===== config.mk =====
export PLATFORM = sky130hd
export DESIGN_NAME = spi_slave_bridge
export DESIGN_NICKNAME = d
export VERILOG_FILES = /design/src/rtl/spi_slave_bridge.sv
export SDC_FILE = /design/constraint.sdc
export NUM_CORES = 1
export LEC_CHECK = 0
export ABC_AREA = 1
export BUFFER_PORTS_ARGS = -buffer_cell sky130_fd_sc_hd__buf_2
export CORE_MARGIN = 1
export CORE_UTILIZATION = 50
export CTS_BUF_LIST = sky130_fd_sc_hd__clkbuf_4 sky130_fd_sc_hd__clkbuf_8 sky130_fd_sc_hd__clkbuf_16
export DETAILED_ROUTE_END_ITERATION = 7
export PLACE_DENSITY = 0.72
export SETUP_SLACK_MARGIN = 0.5
export SYNTH_ARGS = -nofsm -noshare
export SYNTH_HDL_FRONTEND = slang
export SYNTH_SLANG_ARGS = --single-unit

===== constraint.sdc =====
create_clock -name clk -period 1.2 [get_ports clk]
set_input_delay 0.06 -clock clk [delete_from_list [all_inputs] [get_ports clk]]
set_output_delay 0.06 -clock clk [all_outputs]
set_load 0.1 [all_outputs]

===== src/rtl/spi_slave_bridge.sv =====
// SPI mode-0 slave bridging a synchronous-clock TX holding register and RX word
// register to an external master; all SPI pins are oversampled in the clk domain.
module spi_slave_bridge #(
    parameter int DATA_W = 8
) (
    input  logic              clk,
    input  logic              reset_n,
    input  logic              spi_sclk,
    input  logic              spi_ss_n,
    input  logic              spi_mosi,
    output logic              spi_miso,
    output logic              spi_miso_oe,
    input  logic [DATA_W-1:0] tx_data,
    input  logic              tx_valid,
    output logic              tx_ready,
    output logic [DATA_W-1:0] rx_data,
    output logic              rx_valid,
    input  logic              rx_ready,
    output logic              rx_overrun,
    output logic              tx_underrun,
    output logic              busy
);
    localparam int CW = $clog2(DATA_W + 1);
    localparam logic [CW-1:0] CNT_FULL = CW'(DATA_W);

    typedef enum logic {ST_IDLE, ST_SHIFT} state_t;

    state_t            r_state, w_state_nxt;
    logic              r_sclk_s1, r_sclk_s2, r_sclk_d;
    logic              r_ss_s1, r_ss_s2, r_ss_d;
    logic              r_mosi_s1, r_mosi_s2;
    logic [DATA_W-1:0] r_hold, r_tx_shift, r_rx_shift, r_rx_data;
    logic              r_hold_full, r_word_done, r_rx_valid, r_overrun, r_underrun;
    logic [CW-1:0]     r_bit_cnt;
    logic              w_sclk_rise, w_sclk_fall, w_ss_fall, w_ss_rise;
    logic              w_load, w_shift_tx, w_sample, w_abort, w_complete;

    // ss_n idles high so a reset never looks like a frame start by itself
    always_ff @(posedge clk or negedge reset_n) begin
        if (!reset_n) begin
            r_sclk_s1 <= 1'b0; r_sclk_s2 <= 1'b0; r_sclk_d <= 1'b0;
            r_ss_s1   <= 1'b1; r_ss_s2   <= 1'b1; r_ss_d   <= 1'b1;
            r_mosi_s1 <= 1'b0; r_mosi_s2 <= 1'b0;
        end else begin
            r_sclk_s1 <= spi_sclk; r_sclk_s2 <= r_sclk_s1; r_sclk_d <= r_sclk_s2;
            r_ss_s1   <= spi_ss_n; r_ss_s2   <= r_ss_s1;   r_ss_d   <= r_ss_s2;
            r_mosi_s1 <= spi_mosi; r_mosi_s2 <= r_mosi_s1;
        end
    end

    assign w_sclk_rise = r_sclk_s2 & ~r_sclk_d;
    assign w_sclk_fall = ~r_sclk_s2 & r_sclk_d;
    assign w_ss_fall   = ~r_ss_s2 & r_ss_d;
    assign w_ss_rise   = r_ss_s2 & ~r_ss_d;
    assign w_complete  = (r_bit_cnt == CNT_FULL);

    always_ff @(posedge clk or negedge reset_n) begin
        if (!reset_n) r_state <= ST_IDLE;
        else          r_state <= w_state_nxt;
    end

    always_comb begin
        w_state_nxt = r_state;
        w_load      = 1'b0;
        w_shift_tx  = 1'b0;
        w_sample    = 1'b0;
        w_abort     = 1'b0;
        case (r_state)
            ST_IDLE: begin
                if (w_ss_fall) begin
                    w_state_nxt = ST_SHIFT;
                    w_load      = 1'b1;
                end
            end
            ST_SHIFT: begin
                if (w_ss_rise) begin
                    w_state_nxt = ST_IDLE;
                    w_abort     = 1'b1;
                end else begin
                    w_sample = w_sclk_rise;
                    // falling edge after a finished word presents the next word's MSB
                    if (w_sclk_fall) begin
                        if (r_word_done) w_load     = 1'b1;
                        else             w_shift_tx = 1'b1;
                    end
                end
            end
            default: w_state_nxt = ST_IDLE;
        endcase
    end

    always_ff @(posedge clk or negedge reset_n) begin
        if (!reset_n) begin
            r_hold      <= '0;
            r_hold_full <= 1'b0;
            r_tx_shift  <= '0;
            r_rx_shift  <= '0;
            r_rx_data   <= '0;
            r_rx_valid  <= 1'b0;
            r_bit_cnt   <= '0;
            r_word_done <= 1'b0;
            r_overrun   <= 1'b0;
            r_underrun  <= 1'b0;
        end else begin
            r_overrun  <= 1'b0;
            r_underrun <= 1'b0;

            if (tx_valid && !r_hold_full) begin
                r_hold      <= tx_data;
                r_hold_full <= 1'b1;
            end

            if (w_load) begin
                r_word_done <= 1'b0;
                if (r_hold_full) begin
                    r_tx_shift  <= r_hold;
                    r_hold_full <= 1'b0;
                end else begin
                    r_tx_shift <= '0;
                    r_underrun <= 1'b1;
                end
            end else if (w_shift_tx) begin
                r_tx_shift <= r_tx_shift << 1;
            end

            if (w_complete) begin
                r_rx_data   <= r_rx_shift;
                r_rx_valid  <= 1'b1;
                r_overrun   <= r_rx_valid && !rx_ready;
                r_bit_cnt   <= '0;
                r_word_done <= 1'b1;
            end else if (r_rx_valid && rx_ready) begin
                r_rx_valid <= 1'b0;
            end

            if (w_sample) begin
                r_rx_shift <= {r_rx_shift[DATA_W-2:0], r_mosi_s2};
                r_bit_cnt  <= r_bit_cnt + CW'(1);
            end

            if (w_abort) begin
                r_bit_cnt   <= '0;
                r_rx_shift  <= '0;
                r_tx_shift  <= '0;
                r_word_done <= 1'b0;
            end
        end
    end

    assign spi_miso    = (r_state == ST_SHIFT) ? r_tx_shift[DATA_W-1] : 1'b0;
    assign spi_miso_oe = (r_state == ST_SHIFT);
    assign busy        = (r_state == ST_SHIFT);
    assign tx_ready    = !r_hold_full;
    assign rx_data     = r_rx_data;
    assign rx_valid    = r_rx_valid;
    assign rx_overrun  = r_overrun;
    assign tx_underrun = r_underrun;
endmodule


==> impl.org, run 1 <==
** Yosys
- Most used standard cell by instance count after synthesis :: sky130_fd_sc_hd__dfrtp_1
- Library cell with the largest summed area after synthesis :: sky130_fd_sc_hd__dfrtp_1
- Async S/R FF share, synth :: 1.00
- Leading cell types by count after synthesis :: sky130_fd_sc_hd__dfrtp_1, sky130_fd_sc_hd__nand2_1, sky130_fd_sc_hd__nand3_1, sky130_fd_sc_hd__inv_1, sky130_fd_sc_hd__o21ai_0
- A synthesized cell averages 10.2 µm².
- Counting every instance in the synthesized netlist gives 206.
- During synthesis, Yosys emitted a total of 0 warnings.
- Flop and latch count out of synthesis :: 50
- Number of enable flip-flop cells after synthesis :: 0
- The most used flip-flop cell after synthesis is sky130_fd_sc_hd__dfrtp_1.
- For this run, the register share of the synthesized area comes to 0.596.
- Summing every instance area after synthesis gives 2110 µm².
- Top-area cell type share of the netlist area :: 0.558
- Largest cells by area after synthesis :: sky130_fd_sc_hd__dfrtp_1, sky130_fd_sc_hd__nand2_1, sky130_fd_sc_hd__nand3_1, sky130_fd_sc_hd__inv_1, sky130_fd_sc_hd__mux2_2
- The synthesized netlist contains 25 unique library cells.
- Total nets after synthesis :: 223

** Detailed routing
- For this block, the initial DRC count from the detailed router was 152.
- Router iterations before antenna repair :: 5
- WL final :: 7.02 mm
- Per-cell routed wire length :: 20.5 µm
- After detailed routing, the number of remaining DRC violations is 0.
- Total number of vias :: 1955
- Final ANT Viol Nets :: 0
- Detailed-route vias per instance :: 5.72

** Floorplan
- Area of the core :: 4030 µm²
- In this run the core area contains 23 standard-cell rows.
- For this configuration, the core starts out at a cell density of 0.523.
- In this run the horizontal extent of the chip is 66.9 µm.
- For this design the top-level I/O count stands at 30.
- In this run the vertical extent of the chip is 66.9 µm.
- The die covers 4480 µm².

** Critical path
- Number of cell instances on the worst register-to-register path :: 6
- Launch point of the worst reg-to-reg path :: r_ss_d$_DFF_PN1_
- Counting stages on the worst path, the most repeated cell is sky130_fd_sc_hd__inv_4.
- The worst setup path is captured at a flop.
- STA puts the critical path data arrival time at 1.68 ns.
- STA puts the critical path data required time at 1.42 ns.
- On the worst path, the slowest cell contributes a delay of 0.57 ns.
- The largest individual stage delay along the critical path comes from the cell sky130_fd_sc_hd__dfstp_2.
- Largest fanout of any net on the critical path :: 7
- The number of buffers and inverters on the critical path is 2.
- Internal reg-to-reg setup slack :: -0.26 ns
- Category of cells accounting for the largest share of critical-path delay :: flip-flops
- Walking the worst path, the cells encountered are inv_4 > nand2_8 > nand4_4 > inv_4 > nand3_1 > o21ai_1.
- Crit path kind :: flop to flop
- Type of origin of the critical path :: flop
- The worst register-to-register path ends at r_rx_shift[4]$_DFFE_PN0P_.

** Layout
- The finished layout holds 342 standard cells, fillers aside.
- After filler insertion, the fill cell instance count of the layout stands at 157.
- Diode count :: 0
- The finished cells cover 3610 µm².
- Total Nets Final :: 308
- Relative to the synthesized area, the layout overhead comes to 71.2%.
- Fraction of layout instances using a drive strength above 1 :: 0.606

** Worst hold path
- In this run the worst hold path is classified as input pin to flop.
- The worst hold path passes through 2 cells.
- The path with the worst hold slack has its endpoint at r_hold[7]$_DFFE_PN0P_.
- In this run the most critical hold path is launched from tx_data[7].

** GRT
- Vias in the first global route :: 1771
- Initial antenna violation count :: 0
- First-pass GRT wire length :: 9.17 mm
- Maximum number of pins on one net before global-route repair :: 27
- In the global route stage, overall resource usage came out at 0.296.
- Congestion Overflow GR :: 0

** Clock tree
- Total CTS buffers :: 5
- Clock sink count :: 50
- Post-cts hold buffer count :: 5
- Count of H-tree levels built during CTS :: 2
- CTS placed an instance of sky130_fd_sc_hd__clkbuf_8 at the clock tree root.
- Clock transition time at the flip-flop clock pins of the worst setup and hold paths :: 0.09 ns
- TritonCTS built the clock tree.
- CTS Buffer Depth :: 2
- Worst skew pair latency :: 0.31 ns

** Timing
- For the pin with the worst max-slew slack, the measured transition is 0.333 ns.
- RSZ-0062 raised after global routing :: true
- Fin Hold WS :: -0.0247 ns
- Max-slew violation total from the final report :: 0
- Final setup violation count :: 34
- The worst path in the final design needs a cycle of 1.46 ns, including I/O delays and setup.
- Max Clock Freq :: 684 MHz
- Number of hold violations in the final report :: 7
- On the final layout, the worst clock skew is 0.00591 ns.
- In this run the tightest slew margin relative to its limit is 0.778.
- Minimum setup slack in the final design :: -0.262 ns
- Dividing the final minimum period by the clock period gives 1.22.

** Placement
- At the end of routability-driven placement, the weighted congestion stood at 0.787.
- # port buffers :: 29
- Post-detailed-placement cell area :: 2660 µm²
- After legalization and detailed placement, the total HPWL measured 2.71 mm.
- Once placement completed, the tool counted placed cells totaling 295.

** Status
- The checks that failed: negative hold slack, negative setup slack.
- Run status :: finished, violations left

** Run
- Across the run, the number of max-cap violations was 0.

** Pwr
- LEAKAGE :: 1.70 nW
- Power Dens Cells :: 1590 nW/µm²
- VDD IR-drop max :: 1.33 mV
## kinds of logic (layout without fill, tap and decap cells)
| logic type | count (synthesis) | in the layout | synth area share |
|---|---|---|---|
| simple gates | 89 | 92 | 0.222 |
| buf+inv | 32 | 115 | 0.0612 |
| mux | 8 | 8 | 0.0428 |
| xor+xnor | 1 | 1 | 0.00416 |
| compound gates | 24 | 24 | 0.0623 |
| fa+ha+maj | 2 | 2 | 0.0119 |
| flops | 50 | 50 | 0.596 |
## cell usage in the layout, fill, tap and decap left out, types with 5 or more instances in the layout
cell,count
sky130_fd_sc_hd__nand2_1,29
sky130_fd_sc_hd__o21ai_2,9
sky130_fd_sc_hd__nand2_4,9
sky130_fd_sc_hd__dlygate4sd3_1,5
sky130_fd_sc_hd__inv_1,20
sky130_fd_sc_hd__dfrtp_4,12
sky130_fd_sc_hd__buf_12,20
sky130_fd_sc_hd__buf_6,11
sky130_fd_sc_hd__clkbuf_8,5
sky130_fd_sc_hd__nand3_4,6
sky130_fd_sc_hd__nand2_2,9
sky130_fd_sc_hd__o21ai_1,9
sky130_fd_sc_hd__nand3_1,7
sky130_fd_sc_hd__nand3_2,18
sky130_fd_sc_hd__mux2_4,8
sky130_fd_sc_hd__buf_4,27
sky130_fd_sc_hd__dfrtp_1,35
sky130_fd_sc_hd__buf_2,14
## power by group
| part | switching (mW) | leakage [nW] | internal, mW |
|---|---|---|---|
| clock | 0.588 | 0.0441 | 0.411 |
| sequential | 0.263 | 0.623 | 2.03 |
| combinational | 1.39 | 1.03 | 1.04 |
| total | 2.24 | 1.70 | 3.48 |
## through the flow
step,power (mW),setup TNS (ns),hold slack [ns],util,worst slack (ns)
4_1_cts,5.41,-2.30,-0.0253,0.844,-0.126
3_3_place_gp,3.85,-2.00,0.0713,0.660,-0.121
3_5_place_dp,3.91,-2.76,0.0709,0.660,-0.164
5_1_grt,5.95,-6.35,-0.0350,0.895,-0.312
6_report,5.72,-4.62,-0.0247,0.895,-0.262
2_1_floorplan,3.40,-5.31,-0.236,-,-0.350
## final cells by class
cell class | instances | area [µm²] | area share
well taps | 50 | 62.6 | 0.0173
flip-flops and latches | 50 | 1300 | 0.360
multi-input cells | 127 | 1120 | 0.311
clock buffers | 5 | 68.8 | 0.0191
inverters | 28 | 129 | 0.0357
repair buffers | 79 | 902 | 0.250
clock inverters | 3 | 21.3 | 0.00590
## worst register-to-register path, delay by kind of cell, from the launching register on
| family | cells | cell delay [ns] |
|---|---|---|
| buffers and inverters | 2 | 0.23 |
| AOI/OAI and AO/OA | 1 | 0.15 |
| DFF | 1 | 0.57 |
| and+or+nand+nor | 3 | 0.42 |
## state kept, by name (all words and copies together), names as in the netlist, 4 cells and up
| register | cells |
|---|---|
| r_hold | 8 |
| r_rx_shift | 8 |
| r_tx_shift | 8 |
| rx_data | 8 |
| r_bit_cnt | 4 |
## layer usage
metal	vias to the layer above	track usage	part of all wire
li1	840	-	-
met1	979	0.367	0.37
met2	94	0.491	0.51
met3	42	0.0685	0.055
met4	0	0.128	0.063
met5	-	0	0
## how the worst max path moves through the flow
stage / from / end / slack (ns) / depth (start not counted)
2_1_floorplan: r_hold_full$_DFF_PN0_ / r_hold[0]$_DFFE_PN0P_ / -0.35 / 3
3_3_place_gp: r_ss_d$_DFF_PN1_ / r_tx_shift[4]$_DFFE_PN0P_ / -0.12 / 6
3_5_place_dp: r_ss_d$_DFF_PN1_ / r_tx_shift[5]$_DFFE_PN0P_ / -0.16 / 6
4_1_cts: r_ss_d$_DFF_PN1_ / r_rx_shift[4]$_DFFE_PN0P_ / -0.13 / 6
5_1_grt: r_ss_d$_DFF_PN1_ / r_rx_shift[4]$_DFFE_PN0P_ / -0.31 / 6
6_report: r_ss_d$_DFF_PN1_ / r_rx_shift[4]$_DFFE_PN0P_ / -0.26 / 6
## what timing repair did
action,CTS,global route
pin swaps,15,13
cloned,5,0
buffers inserted,15,14
resized for setup,98,21
setup endpoints to repair,58,58
hold endpoints to repair,60,7
No activity file was read; power rests on OpenSTA's default activity.
==> run 2: changes to the inputs <==
Settings changed: ABC_AREA 1 to unset, REMOVE_ABC_BUFFERS set to 1, SKIP_CTS_REPAIR_TIMING set to 1.
==> run 2 against run 1 <==
The run still ends with negative hold slack, negative setup slack left. Sequential power shrank 3%. Synthesized cell count shrank 12%. Maximum frequency shrank 3.4%. Global-route usage shrank 10 points. Cell area shrank 15%. Clock-buffer cell count grew 2. Power shrank 17%. Die area shrank 1.3%. Critical endpoint is now r_tx_shift[3]$_DFFE_PN0P_. Largest power group is now registers.
==> impl.org, run 2 <==
** Yosys
- The share of the Yosys chip area taken by registers is 0.603.
- Post-Synthesis Cells :: 182
- Top_reg_cell synth :: sky130_fd_sc_hd__dfrtp_1
- In this run the cell area of the synthesized design comes to 2080 µm².
- After synthesis, the netlist uses 39 different library cells.
- Library cell with the largest summed area after synthesis :: sky130_fd_sc_hd__dfrtp_1
- Top-area cell type share of the netlist area :: 0.566
- In the post-synthesis netlist, the cell with the most instances is sky130_fd_sc_hd__nand2_1.
- Flop and latch count out of synthesis :: 50
- Mean post-synth cell area :: 11.4 µm²
- Async S/R FF share, synth :: 1.00
- The Yosys step of the flow raised 0 warnings.
- Yosys mapped a number of flops with a built-in enable equal to 0.
- Largest cells by area after synthesis :: sky130_fd_sc_hd__dfrtp_1, sky130_fd_sc_hd__nand2_1, sky130_fd_sc_hd__mux2_2, sky130_fd_sc_hd__dfstp_2, sky130_fd_sc_hd__a221o_1
- Sorting the synthesized cells by how often they occur yields sky130_fd_sc_hd__nand2_1, sky130_fd_sc_hd__dfrtp_1, sky130_fd_sc_hd__mux2_2, sky130_fd_sc_hd__nor2_1, sky130_fd_sc_hd__a21oi_1.

** Detailed routing
- Post-route DRC :: 0
- Using the TritonRoute via totals, the vias-per-cell ratio works out to 5.34.
- The detailed router placed 1576 vias in this run.
- WL final :: 4.34 mm
- Dividing the detail-routed wire length by the instance count gives 14.7 µm.
- The first detailed-routing pass took 6 iterations.
- For this block, the initial DRC count from the detailed router was 115.
- Final ANT Viol Nets :: 0

** Placement
- RePlAce Congestion :: 0.777
- # port buffers :: 29
- Timing analysis after detailed placement gives a worst setup slack of -0.388 ns.
- Detailed placement finished with a half-perimeter wire length of 2.50 mm.

** Clock tree
- Worst skew pair latency :: 0.30 ns
- Root Buffer Master :: sky130_fd_sc_hd__clkbuf_8
- Total CTS buffers :: 5
- Clock transition time at the flip-flop clock pins of the worst setup and hold paths :: 0.09 ns
- Count of H-tree levels built during CTS :: 2
- Clock tree from TritonCTS :: done
- Clock sink count :: 50
- No sink is reached through more buffers than the 2 on the longest clock path.

** Layout
- Most common cell after layout, fill and taps aside :: sky130_fd_sc_hd__dfrtp_1
- In the layout the commonest cells are sky130_fd_sc_hd__dfrtp_1, sky130_fd_sc_hd__nand2_1, sky130_fd_sc_hd__nand2_2, sky130_fd_sc_hd__buf_12, sky130_fd_sc_hd__buf_4.
- The number of antenna diodes in the final layout is 0.
- Total Nets Final :: 261
- Fraction of layout instances using a drive strength above 1 :: 0.514
- Fill count :: 230
- Final design utilization :: 0.767
- Signed area change from the synthesized netlist to the final layout :: 47.5%

** Floorplan
- Die Wd :: 66.5 µm
- Area of the core :: 4000 µm²
- Number of placed I/O pins :: 30
- Height of the die :: 66.5 µm
- Die area :: 4420 µm²
- Starting utilization of the core area :: 0.520
- Row generation in the floorplan step produced 23 rows.

** Timing
- Number of hold violations in the final report :: 7
- Transition time at the pin with the least slew margin :: 0.262 ns
- Worst Clk Skew :: 0.00774 ns
- Setup repair after global routing could not meet its margin everywhere.
- Static timing analysis puts the maximum clock frequency at 660 MHz.
- In the final timing run, aggregate negative setup slack is -5.53 ns.
- Setup slack on the critical path of the routed design comes to -0.314 ns.
- On the final layout, the worst hold slack is -0.0158 ns.
- Remaining max-slew budget at the tightest pin :: 0.826
- Setup violations remaining at the end of the flow were counted as 24.
- Final period demand of the worst path :: 1.51 ns
- Max-slew violation total from the final report :: 0
- Of the available clock period, the critical path in the final layout requires 1.26.

** GRT
- Entering global routing, the biggest net connects 51 pins.
- Congestion Overflow GR :: 0
- Initial antenna violation count :: 0
- The via count of the first global-routing pass is 1334.
- GR Util All Layers :: 0.192
- First-pass GRT wire length :: 6.09 mm

** Status
- The final reports fail on negative hold slack, negative setup slack.
- Run status :: finished, violations left

** Pwr
- Summed over all cells, the static leakage comes to 1.51 nW.
- Power Total :: 4.77 mW
- Power Dens Cells :: 1560 nW/µm²
- Across the VDD grid, the largest voltage drop is 1.36 mV.

** Critical path
- Of all nets on the critical path, the largest fanout is 6.
- STA classifies the critical path endpoint as a flop.
- Crit path kind :: flop to flop
- Across all register-to-register paths, the minimum setup slack is -0.31 ns.
- Critical path required time :: 1.39 ns
- The worst setup path is launched from a flop.
- Data arrives at the worst endpoint at 1.70 ns.

** Worst hold path
- The min-delay analysis places its worst path in the category input pin to flop.

** Run
- Across the run, the number of max-cap violations was 0.
run 2: changes by cell type in the layout (fill, tap and decap cells not counted), sizes merged, moves of 3 or more:
cell and delta:
o21ai -18, nand2 +3, nor2 +4, nand2b +3, a21oi +6, nand3 -28
o22ai -3, inv -22, buf -18, clkinv -3, a221o +6
run 2: kinds of logic after synthesis:
kind of cell	after synthesis	synth area share
adders and majority gates	3	0.0168
and+or+nand+nor	84	0.199
buffers and inverters	11	0.0367
AOI/OAI and AO/OA	23	0.0866
muxes	10	0.0536
DFF	50	0.603
xor gates and xnor gates	1	0.00421
run 2: worst max-delay path, stage by stage (launching register included):
cell,delay (ns)
sky130_fd_sc_hd__dfrtp_2,0.46
sky130_fd_sc_hd__buf_4,0.15
sky130_fd_sc_hd__or3b_4,0.40
sky130_fd_sc_hd__nand2_1,0.09
sky130_fd_sc_hd__nor2_1,0.04
sky130_fd_sc_hd__a221o_1,0.27
run 2: layout make-up:
class,count,area [µm²],share of cell area
Clock buffer,7,83.8,0.0273
Clock inverter,1,30.0,0.00979
Inverter,4,15.0,0.00490
Multi-Input combinational cell,123,951,0.310
Sequential cell,50,1260,0.410
Tap cell,50,62.6,0.0204
Timing Repair Buffer,60,667,0.217
run 2: metal layers:
layer	vias up	share of wire	routed length, µm	GRT usage
met5	-	0	0	0
met3	7	0.036	156	0.0514
met4	0	0.019	82	0.0904
met1	791	0.42	1810	0.234
li1	737	-	-	-
met2	41	0.53	2290	0.314
run 2: path summary, 6_finish.rpt:
| kind | to | cells past startpoint | startpoint |
|---|---|---|---|
| min in group asynchronous | tx_underrun$_DFF_PN0_ | 3 | reset_n |
| worst max-delay path | r_tx_shift[3]$_DFFE_PN0P_ | 5 | busy$_DFF_PN0_ |
| max in group asynchronous | r_ss_d$_DFF_PN1_ | 3 | reset_n |
| worst max register to register | r_tx_shift[3]$_DFFE_PN0P_ | 5 | busy$_DFF_PN0_ |
| worst min-delay path | r_hold[6]$_DFFE_PN0P_ | 2 | tx_data[6] |
| worst min register to register | r_mosi_s2$_DFF_PN0_ | 0 | r_mosi_s1$_DFF_PN0_ |
run 2: through the flow:
stage	area, µm²	hold slack, ns	instances
2_1_floorplan	2020	-0.236	175
3_3_place_gp	2450	0.0662	274
3_5_place_dp	2450	0.0667	274
4_1_cts	2560	-0.269	282
5_1_grt	3070	-0.0148	295
6_report	3070	-0.0158	295
run 2: where the power goes:
part	switching [mW]	internal, mW	leakage (nW)
clock	0.526	0.669	0.0593
sequential	0.227	1.98	0.643
combinational	0.634	0.736	0.805
